[config.mk]
export PLATFORM = sky130hd
export DESIGN_NAME = watch_time_tx_flat
export DESIGN_NICKNAME = d
export VERILOG_FILES = /design/src/rtl/watch_time_tx_if.sv /design/src/rtl/watch_time_tx.sv /design/src/flat_wrapper.sv
export SDC_FILE = /design/constraint.sdc
export NUM_CORES = 1
export LEC_CHECK = 0
export ABC_AREA = 1
export CAP_MARGIN = 25
export CORE_ASPECT_RATIO = 1.25
export CORE_MARGIN = 2
export CORE_UTILIZATION = 52
export CTS_BUF_LIST = sky130_fd_sc_hd__clkbuf_8
export CTS_CLUSTER_DIAMETER = 30
export DETAILED_ROUTE_END_ITERATION = 12
export GPL_TIMING_DRIVEN = 0
export HOLD_SLACK_MARGIN = 0.03
export PLACE_DENSITY = 0.91
export SYNTH_ARGS = -nofsm -noshare
export SYNTH_HDL_FRONTEND = slang
export SYNTH_SLANG_ARGS = --single-unit
[constraint.sdc]
create_clock -name clk -period 3.4 [get_ports clk]
set_input_delay 1.02 -clock clk [delete_from_list [all_inputs] [get_ports clk]]
set_output_delay 1.02 -clock clk [all_outputs]
set_load 0.03 [all_outputs]
[src/rtl/watch_time_tx_if.sv]
// watch_time_tx_if: byte handshake between the time formatter and the UART TX core.
//   o_tx_data  : byte to transmit, valid while o_tx_start is high
//   o_tx_start : one-cycle start pulse toward the UART TX
//   i_tx_busy  : UART TX is shifting a byte
//   i_tx_done  : one-cycle pulse when a byte has fully left the line
interface watch_time_tx_if;
    logic [7:0] o_tx_data;
    logic       o_tx_start;
    logic       i_tx_busy;
    logic       i_tx_done;
    modport master (output o_tx_data, o_tx_start, input i_tx_busy, i_tx_done);
    modport slave  (input o_tx_data, o_tx_start, output i_tx_busy, i_tx_done);
endinterface

[src/rtl/watch_time_tx.sv]
// watch_time_tx: snapshots the watch time and streams "HH:MM:SS.CC"[CR LF] to a UART TX.
//   clk, rst         : clock, synchronous active-high reset
//   i_send           : frame request, honoured only when idle
//   hour/min/sec/msec: live watch time, captured on an accepted request
//   tx               : byte handshake to the UART TX core (master side)
//   o_busy           : frame in progress
//   o_done           : one-cycle pulse after the last byte has left the line
module watch_time_tx #(
    parameter bit ADD_CRLF = 1'b1
) (
    input  logic       clk,
    input  logic       rst,
    input  logic       i_send,
    input  logic [4:0] hour,
    input  logic [5:0] min,
    input  logic [5:0] sec,
    input  logic [6:0] msec,
    watch_time_tx_if.master tx,
    output logic       o_busy,
    output logic       o_done
);
    localparam logic [1:0] IDLE      = 2'd0;
    localparam logic [1:0] SEND      = 2'd1;
    localparam logic [1:0] WAIT_DONE = 2'd2;
    localparam logic [3:0] LAST      = ADD_CRLF ? 4'd12 : 4'd10;

    logic [1:0] state_q, state_d;
    logic [3:0] idx_q, idx_d;
    logic [4:0] hour_q, hour_d;
    logic [5:0] min_q, min_d;
    logic [5:0] sec_q, sec_d;
    logic [6:0] msec_q, msec_d;
    logic [7:0] tx_data_q, tx_data_d;
    logic       tx_start_q, tx_start_d;
    logic       busy_q, busy_d;
    logic       done_q, done_d;
    logic [7:0] frame_byte;

    // Fields above 99 saturate so every field is always exactly two digits.
    function automatic logic [7:0] asc(input logic [6:0] v, input logic tens);
        logic [6:0] s;
        s = (v > 7'd99) ? 7'd99 : v;
        return 8'h30 + {1'b0, tens ? s / 7'd10 : s % 7'd10};
    endfunction

    always_comb begin
        frame_byte = 8'h0A;
        case (idx_q)
            4'd0:    frame_byte = asc({2'b0, hour_q}, 1'b1);
            4'd1:    frame_byte = asc({2'b0, hour_q}, 1'b0);
            4'd2:    frame_byte = 8'h3A;
            4'd3:    frame_byte = asc({1'b0, min_q}, 1'b1);
            4'd4:    frame_byte = asc({1'b0, min_q}, 1'b0);
            4'd5:    frame_byte = 8'h3A;
            4'd6:    frame_byte = asc({1'b0, sec_q}, 1'b1);
            4'd7:    frame_byte = asc({1'b0, sec_q}, 1'b0);
            4'd8:    frame_byte = 8'h2E;
            4'd9:    frame_byte = asc(msec_q, 1'b1);
            4'd10:   frame_byte = asc(msec_q, 1'b0);
            4'd11:   frame_byte = 8'h0D;
            default: frame_byte = 8'h0A;
        endcase
    end

    always_comb begin
        state_d    = state_q;
        idx_d      = idx_q;
        hour_d     = hour_q;
        min_d      = min_q;
        sec_d      = sec_q;
        msec_d     = msec_q;
        tx_data_d  = tx_data_q;
        tx_start_d = 1'b0;
        done_d     = 1'b0;
        case (state_q)
            IDLE: if (i_send) begin
                hour_d  = hour;
                min_d   = min;
                sec_d   = sec;
                msec_d  = msec;
                idx_d   = 4'd0;
                state_d = SEND;
            end
            SEND: if (!tx.i_tx_busy) begin
                tx_start_d = 1'b1;
                tx_data_d  = frame_byte;
                state_d    = WAIT_DONE;
            end
            WAIT_DONE: if (tx.i_tx_done) begin
                state_d = (idx_q == LAST) ? IDLE : SEND;
                done_d  = (idx_q == LAST);
                idx_d   = (idx_q == LAST) ? idx_q : idx_q + 4'd1;
            end
            default: state_d = IDLE;
        endcase
        busy_d = (state_d != IDLE);
    end

    always_ff @(posedge clk) begin
        if (rst) begin
            state_q    <= IDLE;
            idx_q      <= '0;
            hour_q     <= '0;
            min_q      <= '0;
            sec_q      <= '0;
            msec_q     <= '0;
            tx_data_q  <= '0;
            tx_start_q <= 1'b0;
            busy_q     <= 1'b0;
            done_q     <= 1'b0;
        end else begin
            state_q    <= state_d;
            idx_q      <= idx_d;
            hour_q     <= hour_d;
            min_q      <= min_d;
            sec_q      <= sec_d;
            msec_q     <= msec_d;
            tx_data_q  <= tx_data_d;
            tx_start_q <= tx_start_d;
            busy_q     <= busy_d;
            done_q     <= done_d;
        end
    end

    assign tx.o_tx_data  = tx_data_q;
    assign tx.o_tx_start = tx_start_q;
    assign o_busy        = busy_q;
    assign o_done        = done_q;
endmodule
[src/flat_wrapper.sv]
// flat-port wrapper written by rule: the top's interface ports become plain ports
module watch_time_tx_flat 
#(
    parameter bit ADD_CRLF = 1'b1
)
  (clk, rst, i_send, hour, min, sec, msec, o_busy, o_done, tx_o_tx_data, tx_o_tx_start, tx_i_tx_busy, tx_i_tx_done);
  watch_time_tx_if tx_i ();
  input  logic clk;
  input  logic rst;
  input  logic i_send;
  input  logic [4:0] hour;
  input  logic [5:0] min;
  input  logic [5:0] sec;
  input  logic [6:0] msec;
  output logic o_busy;
  output logic o_done;
  output wire logic [$bits(tx_i.o_tx_data)-1:0] tx_o_tx_data;
  output wire logic [$bits(tx_i.o_tx_start)-1:0] tx_o_tx_start;
  input wire logic [$bits(tx_i.i_tx_busy)-1:0] tx_i_tx_busy;
  input wire logic [$bits(tx_i.i_tx_done)-1:0] tx_i_tx_done;
  assign tx_o_tx_data = tx_i.o_tx_data;
  assign tx_o_tx_start = tx_i.o_tx_start;
  assign tx_i.i_tx_busy = tx_i_tx_busy;
  assign tx_i.i_tx_done = tx_i_tx_done;
  watch_time_tx #(.ADD_CRLF(ADD_CRLF)) u_core (.clk(clk), .rst(rst), .i_send(i_send), .hour(hour), .min(min), .sec(sec), .msec(msec), .tx(tx_i), .o_busy(o_busy), .o_done(o_done));
endmodule
== Word-level counts from Yosys, hierarchy flattened ==
Index checks and enable logic that the tools add are counted.
Word-level totals
  bits of input ports: 29
  output and inout port bits: 11
  word-level logic and storage cells: 75
  register bits: 41
Operators by class
  eq/ne operators: 17
  reduce and logical (&&, ||, !) cells: 10
  $lt $le $gt $ge: 3
  div/mod/pow operators: 8
  add/sub/neg operators: 9
  multiplexer cells: 14
  bitwise gates (word level): 4
Operators by type and width (count)
  8-bit case mux with 11 select lines: 1
  6-bit by 7-bit adder with 8-bit output (first input constant): 8
  7-bit by 4-bit divider with 7-bit output (second input constant): 3
  7-bit by 4-bit remainder unit with 7-bit output (second input constant): 3
  7-bit two-way mux: 3
  4-bit == test (second input constant): 5
  4-bit by 3-bit == test with 1-bit output (second input constant): 4
  6-bit by 7-bit greater-than comparator with 1-bit output (second input constant): 2
  4-bit two-way mux: 3
  4-bit by 2-bit == test with 1-bit output (second input constant): 2
  4-bit case mux with 2 select lines: 1
  5-bit by 4-bit divider with 7-bit output (second input constant): 1
  7-bit greater-than comparator (second input constant): 1
  5-bit by 4-bit remainder unit with 7-bit output (second input constant): 1
  2-bit two-way mux: 3
  2-bit != test (second input constant): 3
  2-bit case mux with 3 select lines: 1
  4-bit by 1-bit adder with 4-bit output (second input constant): 1
  4-bit by 1-bit == test with 1-bit output (second input constant): 1
  4-bit logical NOT: 1
  1-bit NOT: 4
  2-bit AND reduction: 2
  4-bit AND reduction: 1
  2-bit nonzero test: 2
  6 further kinds: 8

== Longest topological paths before layout ==
Gate-level depths: netlist of run 1.
  depth in word-level cells: 5
  mapped depth: 32

== Worst setup path before layout of run 1 ==
No wires, ideal clock.
  path kind: register to register
  start: reg u_core.msec_q[6]
  end: reg u_core.tx_data_q[4], in the netlist u_core.tx.o_tx_data[4]
  period minus slack after synthesis: 3243 ps
  setup slack: 157 ps
  data arrival time: 3112 ps
  cell stages (with the launch flop): 33
  cell sequence: dfxtp_1 nand2_2 nand2_2 inv_1 ha_1 o21ai_2 nand2_2 nand2_4 ha_1 inv_1 nand3_4 nand2_4 nand2_2 nand2_1 nand2_2 nand2_4 nand3_4 nand2_2 nand2_1 inv_1 ha_1 inv_1 nand3_1 nand2_1 inv_2 nand3_4 nand3_1 nand2_2 inv_2 nand2_1 nand3b_1 nand2_1 a21oi_2
On the way
  longest elaborated chain between the ends: 5
  elaborated cells between the ends (all ways): 7
  those cells by class: 2 x add/sub; 2 x div; 1 x order compare; 2 x mux
RTL lines
  start, declared: line watch_time_tx.sv:32  | logic [6:0] msec_q, msec_d;
  start signal, assigned: line watch_time_tx.sv:117  | msec_q <= msec_d;
  7-bit greater-than comparator: line watch_time_tx.sv:42  | s = (v > 7'd99) ? 7'd99 : v;
  7-bit two-way mux *: line watch_time_tx.sv:42
  7-bit by 4-bit remainder unit with 7-bit output / 7-bit by 4-bit divider with 7-bit output (equally long branches)
  6-bit by 7-bit adder with 8-bit output: line watch_time_tx.sv:43  | return 8'h30 + {1'b0, tens ? s / 7'd10 : s % 7'd10};
  8-bit case mux with 11 select lines *: line watch_time_tx.sv:48  | case (idx_q)
  end signal, assigned: line watch_time_tx.sv:118  | tx_data_q <= tx_data_d;
  end, declared: line watch_time_tx.sv:33  | logic [7:0] tx_data_q, tx_data_d;
Every way passes the cells marked *; elsewhere a longest branch is shown, timed or not.
A chain may end at the register's enable or synchronous reset.

== Final worst setup path of run 1 ==
  start: reg u_core.msec_q[5]
  end: reg u_core.tx_data_q[2], in the netlist u_core.tx.o_tx_data[2]
The elaborated chain is that of the path after synthesis.

==> results of run 1 <==
[worst min-delay path by stage]
stage | cells after the start | endpoint | startpoint
after global placement | 2 | u_core.tx.o_tx_data[7]$_SDFFE_PP0P_ | u_core.tx.o_tx_data[7]$_SDFFE_PP0P_
after floorplan | 2 | u_core.msec_q[0]$_SDFFE_PP0P_ | u_core.msec_q[0]$_SDFFE_PP0P_
after global routing | 2 | u_core.msec_q[0]$_SDFFE_PP0P_ | u_core.msec_q[0]$_SDFFE_PP0P_
after CTS | 2 | u_core.tx.o_tx_data[6]$_SDFFE_PP0P_ | u_core.tx.o_tx_data[6]$_SDFFE_PP0P_
after detailed placement | 2 | u_core.tx.o_tx_data[6]$_SDFFE_PP0P_ | u_core.tx.o_tx_data[6]$_SDFFE_PP0P_
final | 2 | u_core.msec_q[0]$_SDFFE_PP0P_ | u_core.msec_q[0]$_SDFFE_PP0P_
[cells by family after synthesis]
family,Yosys count
buf+inv,92
fa+ha+maj,15
flops,41
compound gates,109
xor+xnor,8
simple gates,234
[where the power goes]
group | internal (mW) | total [mW] | switching (mW)
Sequential | 0.518 | 0.545 | 0.0270
Clock | 0.237 | 0.407 | 0.171
Combinational | 0.353 | 0.894 | 0.542
[Yosys cell counts, drive strengths merged (2+ instances only)]
| cell | number |
|---|---|
| a21oi | 52 |
| clkinv | 3 |
| xor2 | 8 |
| nor2 | 60 |
| o21ai | 43 |
| ha | 15 |
| nor3 | 10 |
| nand2 | 113 |
| o22ai | 2 |
| inv | 81 |
| clkbuf | 7 |
| nand4 | 12 |
| nand3b | 3 |
| dfxtp | 41 |
| nand3 | 32 |
| or2 | 3 |
| a31oi | 2 |
[timing repair]
item,in CTS,in global routing
pin swaps,4,18
setup endpoints to repair,8,8
setup buffers,4,18
gates resized for setup,9,22
hold endpoints to repair,0,0
[per-layer routing]
metal | vias up | wire [um]
met5 | - | 0
met4 | 0 | 301
met3 | 31 | 460
met2 | 147 | 4541
met1 | 1586 | 3407
li1 | 1764 | -
[worst reg2reg max path, delay by kind of cell (launching register included)]
family | cells | cell delay (ns)
and+or+nand+nor | 18 | 1.45
AOI/OAI and AO/OA | 4 | 0.39
DFF | 1 | 0.37
adders and majority gates | 3 | 0.44
buffers and inverters | 7 | 0.57
[cell type report]
class,instances,area (um^2),area share
timing repair buffer,60,561.8,0.1388
inverter,84,315.3,0.07792
clock buffer,6,82.58,0.02041
multi-input combinational,366,2091,0.5167
tap,82,102.6,0.02536
buffer,8,30.03,0.007421
sequential,41,829.5,0.2050
clock inverter,2,33.78,0.008349
[registers in the layout, indices dropped and copies added, names as in the netlist]
name / flops
u_core.hour_q: 5
u_core.idx_q: 4
u_core.min_q: 6
u_core.msec_q: 7
u_core.o_busy: 1
u_core.o_done: 1
u_core.sec_q: 6
u_core.state_q: 2
u_core.tx.o_tx_data: 8
u_core.tx.o_tx_start: 1
==> flow_summary_export.csv, run 1 <==
group,metric,value,unit
yosys,mappedNetlistNets,543,
global_routing,gr-usage-met3,0.03552,
sta,finalCritPeriodShare,0.9842,
yosys,synth-edff-count,0,
sta,final.setup.worst_slack,0.05374,ns
sta,final-setup-viol-count,0,
cells_and_area,fillers,496,
critical_path,cpMaxStageDelayCell,"dfxtp_4",
outcome,outcome,"completed",
sta,fin_tns_setup,0,ns
critical_path,path_common_cell,"nand2_4",
sta,tightestPinTransition,0.6487,ns
critical_path,cp-end-kind,"flip-flop",
critical_path,crit_cells,32,
cells_and_area,final_cell_mix,"93 x nand2_1, 71 x inv_1, 58 x nor2_1, 48 x a21oi_1",
placement,io_buffers,38,
placement,pre_cts_ws,-0.3668,ns
yosys,synth_top_area_share,0.2595,
power,vdd_drop_max,0.0002985,V
placement,post-place-cells,619,
detailed_routing,via_count,3528,
critical_path,critPathTopFamily,"simple AND/OR/NAND/NOR gates",
sta,slew_violations,0,
yosys,netlist-cell-type-count,42,
global_routing,gr_busiest_metal,"met2",
clock_tree,number_of_levels_the_h_tree_was_split_into,2,
floorplan,die-area,6727,um^2
clock_tree,numCtsBuffers,5,
yosys,syn-instance-count,499,
clock_tree,path_clk_slew,0.08,ns
yosys,syn_area_per_cell,6.339,um^2
yosys,ys_warn_count,0,
sta,worst_hold_slack,0.4763,ns
yosys,share_of_the_synthesized_area_in_compound_gates_ao_oa_aoi_oai,0.1887,
floorplan,top_level_ports,40,
yosys,synth_area_leaders,"dfxtp_1 26%, nand2_1 12%, inv_1 8.9%",
yosys,netlist.top_cell.by_area,"dfxtp_1",
global_routing,gr_layer_usage_met1,0.2938,
sta,highest_clock_rate,298.8,MHz
detailed_routing,routed_wl,8711,um
global_routing,first_global_vias,3316,
power,power_leakage,1.873,nW
yosys,dominantRegCellSynth,"dfxtp_1",
detailed_routing,postRouteAntennaNets,0,
yosys,mapped_area,3163,um^2
yosys,synthAdderAreaFrac,0.05934,
yosys,seq_total_area_yosys,0.2595,
power,cellPowerDensity,456.3,nW/um^2
cells_and_area,area_delta_synth_final,27.93,%
cells_and_area,final_design_area_no_fill,4046,um^2
sta,relSlewSlack,0.5659,
critical_path,regToRegEndpoint,"u_core.tx.o_tx_data[2]$_SDFFE_PP0P_",
floorplan,row_count,31,
global_routing,global_route.usage.total,0.2564,
floorplan,starting_utilization_of_the_core_area,0.5401,
yosys,asyncSetResetFlopFracSynth,0,
global_routing,antenna_found_initial,0,
critical_path,cp.arrival,3.51,ns
critical_path,timing.critical_path.slowest_cell_delay,0.37,ns
critical_path,ff2ff_setup_slack,0.05,ns
global_routing,grt.overflow.total,0,
clock_tree,clock_latency,0.29,ns
critical_path,r2r.worst_path.cells,32,
job,cap_violations,0,
detailed_routing,first_pass_iters,6,
placement,place.detailed.hpwl,6200,um
placement,place.gp.congestion,0.9312,
detailed_routing,drt_first_iter_violations,263,
global_routing,grt_start_max_net_pins,13,
yosys,synth_mux_area_frac,0,
placement,placement.cell_area,3646,um^2
floorplan,floorplan.core_area,5857,um^2
clock_tree,clock_tree_from_tritoncts,"done",
critical_path,critical_path_class,"flip-flop to flip-flop",
cells_and_area,nNetsFinal,610,
critical_path,worst_r2r_startpoint,"u_core.msec_q[5]$_SDFFE_PP0P_",
sta,clock_skew,0.004570,ns
critical_path,worst_ep_required_time,3.57,ns
critical_path,worst-path-max-fanout,4,
global_routing,met2_usage,0.4591,
cells_and_area,layout.core_utilization,0.6909,
floorplan,die_height,91.20,um
detailed_routing,drt-vias-per-instance,5.436,
critical_path,setup.worst_path.start,"u_core.msec_q[5]$_SDFFE_PP0P_",
power,power,1.846,mW
clock_tree,cts.root.buffer_cell,"clkbuf_8",
clock_tree,cts.path.max_buffers,2,
cells_and_area,stdcell_count,649,
clock_tree,sinks_on_the_clock_net,41,
worst_hold_path,hold_path_class,"flip-flop to flip-flop",
yosys,synth-simple-area-share,0.3612,
detailed_routing,wl_per_cell,13.42,um
sta,finalWorstPathRequiredPeriod,3.346,ns
floorplan,fp.dieW,73.76,um
cells_and_area,insertedDiodeCount,0,
critical_path,worstPathBufferInverterCount,7,
critical_path,critPathLaunchType,"flip-flop",
yosys,combinational_family_with_the_most_area_after_synthesis,"simple AND/OR/NAND/NOR gates",
cells_and_area,share_of_post_route_cells_with_drive_strength_above_1,0.1552,
yosys,ys_seq_elements,41,
global_routing,global_route_wire_length_before_repair,14010,um
clock_tree,cts_hold_buffers,0,
detailed_routing,post-route-drc-count,0,
yosys,xor_xnor_share_of_the_synthesized_area,0.02215,
cells_and_area,mostFrequentLayoutCell,"nand2_1",
critical_path,worst_setup_path_endpoint,"u_core.tx.o_tx_data[2]$_SDFFE_PP0P_",
sta,hold_viol_final,0,
No activity file was read; power rests on OpenSTA's default activity.
==> run 2: changes to the inputs <==
Settings changed: SLEW_MARGIN set to 25.
==> results of run 2 <==
The final DEF is identical to that of run 1; final timing and power are the same.
